## config.mk

```make
export PLATFORM = sky130hd
export DESIGN_NAME = logic_avalon_mm_arbiter_flat
export DESIGN_NICKNAME = d
export VERILOG_FILES = /design/src/rtl/logic_avalon_mm_arbiter_if.sv /design/src/rtl/logic_avalon_mm_arbiter.sv /design/src/flat_wrapper.sv
export SDC_FILE = /design/constraint.sdc
export NUM_CORES = 1
export LEC_CHECK = 0
export ABC_AREA = 1
export CORE_MARGIN = 3
export CORE_UTILIZATION = 36
export CTS_CLUSTER_SIZE = 20
export DETAILED_ROUTE_END_ITERATION = 10
export GPL_TIMING_DRIVEN = 0
export PLACE_DENSITY = 0.81
export RECOVER_POWER = 50
export SLEW_MARGIN = 20
export SYNTH_ARGS = -nofsm -noshare
export SYNTH_HDL_FRONTEND = slang
export SYNTH_SLANG_ARGS = --single-unit
export TNS_END_PERCENT = 100
```

## constraint.sdc

```tcl
create_clock -name clk -period 2.5 [get_ports clk]
set_input_delay 0.25 -clock clk [delete_from_list [all_inputs] [get_ports clk]]
set_output_delay 0.25 -clock clk [all_outputs]
set_load 0.01 [all_outputs]
```

## src/rtl/logic_avalon_mm_arbiter_if.sv

```systemverilog
// Avalon-MM bundle: PORTS request lanes plus one shared read-data/response lane.
// The arbiter uses the slave modport toward its masters and the master modport toward the slave.
interface logic_avalon_mm_arbiter_if #(
  parameter int PORTS         = 1,
  parameter int DATA_BYTES    = 4,
  parameter int ADDRESS_WIDTH = 1
);
  logic [PORTS-1:0]                    read;
  logic [PORTS-1:0]                    write;
  logic [PORTS-1:0][ADDRESS_WIDTH-1:0] address;
  logic [PORTS-1:0][DATA_BYTES*8-1:0]  writedata;
  logic [PORTS-1:0][DATA_BYTES-1:0]    byteenable;
  logic [PORTS-1:0]                    waitrequest;
  logic [DATA_BYTES*8-1:0]             readdata;
  logic [1:0]                          response;
  logic [PORTS-1:0]                    readdatavalid;
  logic [PORTS-1:0]                    writeresponsevalid;

  modport master (
    output read, write, address, writedata, byteenable,
    input  waitrequest, readdata, response, readdatavalid, writeresponsevalid
  );

  modport slave (
    input  read, write, address, writedata, byteenable,
    output waitrequest, readdata, response, readdatavalid, writeresponsevalid
  );
endinterface

```

## src/rtl/logic_avalon_mm_arbiter.sv

```systemverilog
// Round-robin arbiter sharing one Avalon-MM slave between MASTERS masters.
// In-order ID FIFOs route read data and write responses back to the issuing master.

`ifndef LOGIC_DRC
`define LOGIC_DRC(label, cond, msg) if (!(cond)) begin : label $error(msg); end
`endif

module logic_avalon_mm_arbiter #(
  parameter int MASTERS       = 2,
  parameter int DATA_BYTES    = 4,
  parameter int ADDRESS_WIDTH = 1,
  parameter int MAX_PENDING   = 8
) (
  input  logic                      clk,
  input  logic                      reset,
  logic_avalon_mm_arbiter_if.slave  m_bus,
  logic_avalon_mm_arbiter_if.master s_bus,
  output logic                      error
);
  localparam int          IW    = $clog2(MASTERS);
  localparam int          PW    = $clog2(MAX_PENDING);
  localparam logic [IW:0] NUM_M = MASTERS[IW:0];
  localparam logic [PW:0] DEPTH = MAX_PENDING[PW:0];

  `LOGIC_DRC(drc_masters, (MASTERS >= 2) && (MASTERS <= 16), "MASTERS must be in 2..16")
  `LOGIC_DRC(drc_data_bytes, (DATA_BYTES >= 1) && (DATA_BYTES <= 128) && ((DATA_BYTES & (DATA_BYTES - 1)) == 0), "DATA_BYTES must be a power of 2 in 1..128")
  `LOGIC_DRC(drc_address_width, (ADDRESS_WIDTH >= 1) && (ADDRESS_WIDTH <= 64), "ADDRESS_WIDTH must be in 1..64")
  `LOGIC_DRC(drc_max_pending, (MAX_PENDING >= 2) && (MAX_PENDING <= 64) && ((MAX_PENDING & (MAX_PENDING - 1)) == 0), "MAX_PENDING must be a power of 2 in 2..64")

  typedef enum logic {IDLE, GRANTED} state_t;

  state_t             state_q, state_d;
  logic [MASTERS-1:0] grant_q, grant_d;
  logic [IW-1:0]      last_q, last_d;
  logic               error_q, error_d;

  logic [IW-1:0] rd_mem_q [MAX_PENDING];
  logic [IW-1:0] wr_mem_q [MAX_PENDING];
  logic [PW-1:0] rd_wptr_q, rd_wptr_d, rd_rptr_q, rd_rptr_d;
  logic [PW-1:0] wr_wptr_q, wr_wptr_d, wr_rptr_q, wr_rptr_d;
  logic [PW:0]   rd_cnt_q, rd_cnt_d, wr_cnt_q, wr_cnt_d;

  logic          rd_full, wr_full, rd_empty, wr_empty;
  logic          rd_push, wr_push, rd_pop, wr_pop;
  logic          g_read, g_write, fwd_read, fwd_write, accept;
  logic [IW-1:0] winner;
  logic [IW:0]   cand;
  logic          found;

  assign rd_full  = (rd_cnt_q == DEPTH);
  assign wr_full  = (wr_cnt_q == DEPTH);
  assign rd_empty = (rd_cnt_q == '0);
  assign wr_empty = (wr_cnt_q == '0);
  assign error    = error_q;

  // First requester strictly after last, wrapping past MASTERS-1.
  always_comb begin
    winner = last_q;
    found  = 1'b0;
    cand   = '0;
    for (int i = 1; i <= MASTERS; i++) begin
      cand = {1'b0, last_q} + (IW+1)'(i);
      if (cand >= NUM_M) begin
        cand = cand - NUM_M;
      end
      if (!found && (m_bus.read[cand[IW-1:0]] || m_bus.write[cand[IW-1:0]])) begin
        winner = cand[IW-1:0];
        found  = 1'b1;
      end
    end
  end

  always_comb begin
    state_d           = state_q;
    grant_d           = grant_q;
    last_d            = last_q;
    rd_push           = 1'b0;
    wr_push           = 1'b0;
    fwd_read          = 1'b0;
    fwd_write         = 1'b0;
    accept            = 1'b0;
    s_bus.read        = '0;
    s_bus.write       = '0;
    s_bus.address     = '0;
    s_bus.writedata   = '0;
    s_bus.byteenable  = '0;
    m_bus.waitrequest = '1;
    // Read wins when a master raises both strobes in the same grant.
    g_read            = m_bus.read[last_q];
    g_write           = m_bus.write[last_q] && !g_read;

    case (state_q)
      IDLE: begin
        if (found) begin
          grant_d         = '0;
          grant_d[winner] = 1'b1;
          last_d          = winner;
          state_d         = GRANTED;
        end
      end
      GRANTED: begin
        fwd_read            = g_read && !rd_full;
        fwd_write           = g_write && !wr_full;
        s_bus.read[0]       = fwd_read;
        s_bus.write[0]      = fwd_write;
        s_bus.address[0]    = m_bus.address[last_q];
        s_bus.writedata[0]  = m_bus.writedata[last_q];
        s_bus.byteenable[0] = m_bus.byteenable[last_q];
        m_bus.waitrequest   = ~grant_q |
            {MASTERS{s_bus.waitrequest[0] || (g_read && rd_full) || (g_write && wr_full)}};
        accept  = (fwd_read || fwd_write) && !s_bus.waitrequest[0];
        rd_push = accept && fwd_read;
        wr_push = accept && fwd_write;
        if (accept || (!g_read && !g_write)) begin
          grant_d = '0;
          state_d = IDLE;
        end
      end
      default: state_d = IDLE;
    endcase

    if (reset) begin
      s_bus.read        = '0;
      s_bus.write       = '0;
      m_bus.waitrequest = '1;
      rd_push           = 1'b0;
      wr_push           = 1'b0;
    end
  end

  always_comb begin
    rd_pop                   = s_bus.readdatavalid[0] && !rd_empty && !reset;
    wr_pop                   = s_bus.writeresponsevalid[0] && !wr_empty && !reset;
    m_bus.readdatavalid      = '0;
    m_bus.writeresponsevalid = '0;
    if (rd_pop) begin
      m_bus.readdatavalid[rd_mem_q[rd_rptr_q]] = 1'b1;
    end
    if (wr_pop) begin
      m_bus.writeresponsevalid[wr_mem_q[wr_rptr_q]] = 1'b1;
    end
    m_bus.readdata = s_bus.readdata;
    m_bus.response = s_bus.response;
    error_d = !reset && ((s_bus.readdatavalid[0] && rd_empty) ||
                         (s_bus.writeresponsevalid[0] && wr_empty));

    rd_wptr_d = rd_wptr_q + PW'(rd_push);
    rd_rptr_d = rd_rptr_q + PW'(rd_pop);
    rd_cnt_d  = rd_cnt_q + (PW+1)'(rd_push) - (PW+1)'(rd_pop);
    wr_wptr_d = wr_wptr_q + PW'(wr_push);
    wr_rptr_d = wr_rptr_q + PW'(wr_pop);
    wr_cnt_d  = wr_cnt_q + (PW+1)'(wr_push) - (PW+1)'(wr_pop);
  end

  always_ff @(posedge clk) begin
    if (reset) begin
      state_q   <= IDLE;
      grant_q   <= '0;
      last_q    <= IW'(MASTERS - 1);
      error_q   <= 1'b0;
      rd_wptr_q <= '0;
      rd_rptr_q <= '0;
      rd_cnt_q  <= '0;
      wr_wptr_q <= '0;
      wr_rptr_q <= '0;
      wr_cnt_q  <= '0;
    end else begin
      state_q   <= state_d;
      grant_q   <= grant_d;
      last_q    <= last_d;
      error_q   <= error_d;
      rd_wptr_q <= rd_wptr_d;
      rd_rptr_q <= rd_rptr_d;
      rd_cnt_q  <= rd_cnt_d;
      wr_wptr_q <= wr_wptr_d;
      wr_rptr_q <= wr_rptr_d;
      wr_cnt_q  <= wr_cnt_d;
    end
  end

  // ID storage needs no reset: occupancy counters define which entries are live.
  always_ff @(posedge clk) begin
    if (rd_push) begin
      rd_mem_q[rd_wptr_q] <= last_q;
    end
    if (wr_push) begin
      wr_mem_q[wr_wptr_q] <= last_q;
    end
  end
endmodule

```

## src/flat_wrapper.sv

```systemverilog
// flat-port wrapper written by rule: the top's interface ports become plain ports
module logic_avalon_mm_arbiter_flat 
#(
  parameter int MASTERS       = 2,
  parameter int DATA_BYTES    = 4,
  parameter int ADDRESS_WIDTH = 1,
  parameter int MAX_PENDING   = 8
)
  (clk, reset, error, m_bus_read, m_bus_write, m_bus_address, m_bus_writedata, m_bus_byteenable, m_bus_waitrequest, m_bus_readdata, m_bus_response, m_bus_readdatavalid, m_bus_writeresponsevalid, s_bus_read, s_bus_write, s_bus_address, s_bus_writedata, s_bus_byteenable, s_bus_waitrequest, s_bus_readdata, s_bus_response, s_bus_readdatavalid, s_bus_writeresponsevalid);
  logic_avalon_mm_arbiter_if #(.PORTS((2)), .DATA_BYTES(DATA_BYTES), .ADDRESS_WIDTH(ADDRESS_WIDTH)) m_bus_i ();
  logic_avalon_mm_arbiter_if #(.PORTS(1), .DATA_BYTES(DATA_BYTES), .ADDRESS_WIDTH(ADDRESS_WIDTH)) s_bus_i ();
  input  logic clk;
  input  logic reset;
  output logic error;
  input wire logic [$bits(m_bus_i.read)-1:0] m_bus_read;
  input wire logic [$bits(m_bus_i.write)-1:0] m_bus_write;
  input wire logic [$bits(m_bus_i.address)-1:0] m_bus_address;
  input wire logic [$bits(m_bus_i.writedata)-1:0] m_bus_writedata;
  input wire logic [$bits(m_bus_i.byteenable)-1:0] m_bus_byteenable;
  output wire logic [$bits(m_bus_i.waitrequest)-1:0] m_bus_waitrequest;
  output wire logic [$bits(m_bus_i.readdata)-1:0] m_bus_readdata;
  output wire logic [$bits(m_bus_i.response)-1:0] m_bus_response;
  output wire logic [$bits(m_bus_i.readdatavalid)-1:0] m_bus_readdatavalid;
  output wire logic [$bits(m_bus_i.writeresponsevalid)-1:0] m_bus_writeresponsevalid;
  output wire logic [$bits(s_bus_i.read)-1:0] s_bus_read;
  output wire logic [$bits(s_bus_i.write)-1:0] s_bus_write;
  output wire logic [$bits(s_bus_i.address)-1:0] s_bus_address;
  output wire logic [$bits(s_bus_i.writedata)-1:0] s_bus_writedata;
  output wire logic [$bits(s_bus_i.byteenable)-1:0] s_bus_byteenable;
  input wire logic [$bits(s_bus_i.waitrequest)-1:0] s_bus_waitrequest;
  input wire logic [$bits(s_bus_i.readdata)-1:0] s_bus_readdata;
  input wire logic [$bits(s_bus_i.response)-1:0] s_bus_response;
  input wire logic [$bits(s_bus_i.readdatavalid)-1:0] s_bus_readdatavalid;
  input wire logic [$bits(s_bus_i.writeresponsevalid)-1:0] s_bus_writeresponsevalid;
  assign m_bus_i.read = m_bus_read;
  assign m_bus_i.write = m_bus_write;
  assign m_bus_i.address = m_bus_address;
  assign m_bus_i.writedata = m_bus_writedata;
  assign m_bus_i.byteenable = m_bus_byteenable;
  assign m_bus_waitrequest = m_bus_i.waitrequest;
  assign m_bus_readdata = m_bus_i.readdata;
  assign m_bus_response = m_bus_i.response;
  assign m_bus_readdatavalid = m_bus_i.readdatavalid;
  assign m_bus_writeresponsevalid = m_bus_i.writeresponsevalid;
  assign s_bus_read = s_bus_i.read;
  assign s_bus_write = s_bus_i.write;
  assign s_bus_address = s_bus_i.address;
  assign s_bus_writedata = s_bus_i.writedata;
  assign s_bus_byteenable = s_bus_i.byteenable;
  assign s_bus_i.waitrequest = s_bus_waitrequest;
  assign s_bus_i.readdata = s_bus_readdata;
  assign s_bus_i.response = s_bus_response;
  assign s_bus_i.readdatavalid = s_bus_readdatavalid;
  assign s_bus_i.writeresponsevalid = s_bus_writeresponsevalid;
  logic_avalon_mm_arbiter #(.MASTERS(MASTERS), .DATA_BYTES(DATA_BYTES), .ADDRESS_WIDTH(ADDRESS_WIDTH), .MAX_PENDING(MAX_PENDING)) u_core (.clk(clk), .reset(reset), .m_bus(m_bus_i), .s_bus(s_bus_i), .error(error));
endmodule
```

==> flow_metrics.py <==
metrics = {
    "outcome": {
        "status": "complete, no violations",
    },
    "grt": {
        "grt_usage": 0.1766,
        "grt_max_degree": 22,
        "globalRouteOverflowTotal": 0,
        "grt_pass1_wl_um": 12910,
        "first_global_vias": 2971,
        "antenna_found_initial": 0,
    },
    "route": {
        "vias": 3052,
        "drtPass1Iterations": 4,
        "remaining_drc_errors": 0,
        "final_antenna_net_count": 0,
        "drtIter0Drc": 96,
        "drt-vias-per-instance": 4.515,
        "wirelength_um": 8372,
        "wl_per_cell_um": 12.38,
    },
    "power": {
        "p_sw_w": 0.0008749,
        "vdd_drop_max_mv": 0.2134,
        "combPwrFrac": 0.497,
        "pwr-share-clk": 0.167,
        "p_per_area_nw_per_um2": 519.5,
        "seqPwrFrac": 0.337,
        "power.internal_w": 0.001595,
        "switching_share": 0.3543,
        "leakage_nw": 1.998,
    },
    "critical_path": {
        "start_kind": "primary input",
        "r2r_cells": 8,
        "crit_required_ns": 2.67,
        "endpoint_kind": "flop",
        "r2r_slack_ns": 0.24,
        "r2r_start": "u_core.last_q",
        "cp_common_cell": "inv_1",
        "timing.rr.end": "u_core.rd_cnt_q[1]",
        "path_max_fanout": 9,
        "max_stage_delay_ns": 0.61,
        "crit_type": "in2reg",
        "crit_chain": "dlygate4sd3_1, inv_1, nand3_1, inv_1, ha_1, inv_1, ha_1, fa_1, xnor2_1, nor2_1",
        "slowest_stage": "dlygate4sd3_1",
        "worstPathArrival_ns": 2.51,
    },
    "timing": {
        "setup_tns_ns": 0,
        "max-slew-margin-rel": 0.5959,
        "max_freq_mhz": 427.2,
        "hold_viol": 0,
        "setup_slack_ns": 0.1592,
        "min_period_over_period": 0.9363,
        "final-setup-viol-count": 0,
        "period_needed_ns": 2.341,
        "rsz0062_at_grt": "false",
        "worst_slew_pin_slew_ns": 0.6016,
        "slew_viol_final": 0,
        "skew_ns": 0.006461,
    },
    "clock_network": {
        "path_clk_slew_ns": 0.07,
        "numCtsBuffers": 5,
        "cts.sinks": 41,
        "postCtsHoldBufs": 0,
        "h-tree-depth": 2,
        "cts_tree": "yes",
        "clk_path_buf_depth": 2,
        "clockRootBuffer": "clkbuf_8",
        "clk_latency_ns": 0.30,
        "postCtsSetupBuffers": 0,
    },
    "layout": {
        "antenna_cells": 0,
        "drive_gt1_frac": 0.1115,
        "syn_to_final_growth_pct": 61.94,
        "fin_nets": 712,
        "finalInstanceArea_um2": 4753,
    },
    "logic_synthesis": {
        "synth-warning-count": 0,
        "synth_cell_type_count": 31,
        "synth_top_family_by_area": "simple AND/OR/NAND/NOR gates",
        "synthXorXnorAreaFrac": 0.01790,
        "synthCells": 404,
        "ys_top_cells_by_area": "dfxtp_1 (17%), edfxtp_1 (16%), nor2_1 (15%)",
        "synth_compound_area_frac": 0.1181,
        "synth_area_um2": 2935,
        "syn_area_per_cell_um2": 7.266,
        "ys_seq_area_frac": 0.3342,
        "synth_seq_cells": 41,
        "yosys.area.top_type_share": 0.1705,
        "syn_nets": 543,
        "synth_mux_area_frac": 0,
        "synth_top_area_cell": "dfxtp_1",
        "synthAdderAreaFrac": 0.09889,
        "synthSimpleGateAreaFrac": 0.2639,
    },
    "floorplanning": {
        "die_y_um": 96.30,
        "dieArea_um2": 9273,
        "fp.coreArea_um2": 7807,
        "io_pins": 197,
        "initial_utilization": 0.3760,
        "rows": 32,
        "fp.dieW_um": 96.30,
    },
    "placed_design": {
        "io_buffers": 162,
        "place.gp.congestion": 0.7447,
        "place_area_um2": 4684,
        "place_ws_ns": -0.06767,
        "dp_hpwl_um": 7092,
    },
    "hold_path": {
        "hold_path_startpoint": "u_core.rd_wptr_q[2]",
        "hp-class": "reg2reg",
        "whs_path_depth": 2,
        "whs_endpoint": "u_core.rd_wptr_q[2]",
    },
    "run": {
        "cap_violations": 0,
    },
}
flip-flops by register name (all words and copies together) (netlist names), 3 cells and up:
register,count
u_core.rd_wptr_q,3
u_core.rd_rptr_q,3
u_core.wr_cnt_q,4
u_core.wr_rptr_q,3
u_core.rd_mem_q,8
u_core.wr_wptr_q,3
u_core.rd_cnt_q,4
u_core.wr_mem_q,8
layer usage:
layer,up-vias,global-route usage,part of all wire
li1,1596,-,-
met1,1313,0.1875,0.37
met2,127,0.3134,0.51
met3,16,0.06568,0.093
met4,0,0.07243,0.028
met5,-,0,0
final cells by class:
class / count / area, um^2
clock inverters: 2 / 10.01
plain buffers: 48 / 320.3
multi-input cells: 269 / 1444
flip-flops and latches: 41 / 984.7
inverters: 46 / 172.7
well taps: 102 / 127.6
repair buffers: 162 / 1622
clock buffers: 6 / 72.57
fillers: 668 / 3054
what timing repair did:
action | in CTS | in global routing
resized for setup | 3 | 1
hold endpoints to repair | 0 | 0
setup endpoints to repair | 28 | 8
pin swaps | 0 | 0
through the flow:
| stage | std cells | power [W] | util | hold slack (ns) |
|---|---|---|---|---|
| 6_report | 676 | 0.002470 | 0.6088 | 0.5218 |
| 5_1_grt | 676 | 0.002671 | 0.6088 | 0.5759 |
| 4_1_cts | 676 | 0.002517 | 0.6111 | 0.5313 |
| 3_5_place_dp | 668 | 0.002101 | 0.6000 | 0.5102 |
| 3_3_place_gp | 668 | 0.002045 | 0.6000 | 0.4967 |
| 2_1_floorplan | 404 | 0.001541 | - | 0.3981 |
cell families after synthesis:
| family | count (synthesis) |
|---|---|
| AOI/OAI and AO/OA | 66 |
| xor gates and xnor gates | 6 |
| adders and majority gates | 22 |
| buffers and inverters | 94 |
| DFF | 41 |
| and+or+nand+nor | 175 |
worst max-delay path by stage:
stage / slack [ns] / endpoint / startpoint / cells after the start
6_report: 0.16 / u_core.wr_cnt_q[2] / reset / 10
3_3_place_gp: 0.008 / u_core.wr_cnt_q[2] / reset / 10
3_5_place_dp: -0.07 / u_core.wr_cnt_q[2] / reset / 10
5_1_grt: 0.01 / s_bus_writedata[27] / u_core.last_q / 6
2_1_floorplan: 0.51 / u_core.wr_cnt_q[1] / u_core.last_q / 9
4_1_cts: 0.005 / m_bus_waitrequest[1] / u_core.last_q / 8
cell usage after synthesis:
library cell  instances
a21o_1                2
a21oi_1               9
and3_1                1
buf_1                 2
buf_2                 2
buf_4                34
buf_6                 1
clkbuf_1              9
dfxtp_1              25
edfxtp_1             16
fa_1                  2
ha_1                 20
inv_1                44
inv_2                 2
nand2_1              20
nand2_2               8
nand2_4               2
nand3_1               9
nand3_2               1
nand3_4               1
nand4_1               2
nor2_1              117
nor2_4                1
nor3_1                8
nor3_2                1
nor3_4                1
o21ai_0              50
o221ai_1              2
o22ai_1               3
or2_2                 3
xnor2_1               6
power groups by stage:
| stage | logic (W) | registers (W) | clock network, W |
|---|---|---|---|
| floorplan | 0.000708 | 0.000833 | 0 |
| global placement | 0.00120 | 0.000843 | 0 |
| detailed placement | 0.00125 | 0.000847 | 0 |
| CTS | 0.00127 | 0.000832 | 0.000419 |
| global route | 0.00138 | 0.000840 | 0.000454 |
| finish | 0.00123 | 0.000831 | 0.000412 |
cell usage in the layout, fill, tap and decap left out, drive strengths merged:
master / Yosys / layout
clkbuf: 9 / 15
xnor2: 6 / 6
and3: 1 / 1
edfxtp: 16 / 16
nor3: 10 / 10
dfxtp: 25 / 25
ha: 20 / 20
o22ai: 3 / 3
fa: 2 / 2
a21oi: 9 / 9
clkdlybuf4s50: 0 / 126
dlygate4sd3: 0 / 36
o21ai: 50 / 50
a21o: 2 / 2
inv: 46 / 46
buf: 39 / 39
clkinv: 0 / 2
nand3: 11 / 11
nor2: 118 / 118
nand4: 2 / 2
or2: 3 / 3
nand2: 30 / 30
o221ai: 2 / 2
critical path, delay by kind of cell:
family,cells,cell delay [ns]
and+or+nand+nor,2,0.26
xor gates and xnor gates,1,0.18
buffers and inverters,4,0.91
adders and majority gates,3,0.89
Power figures use the tool's default switching activity.
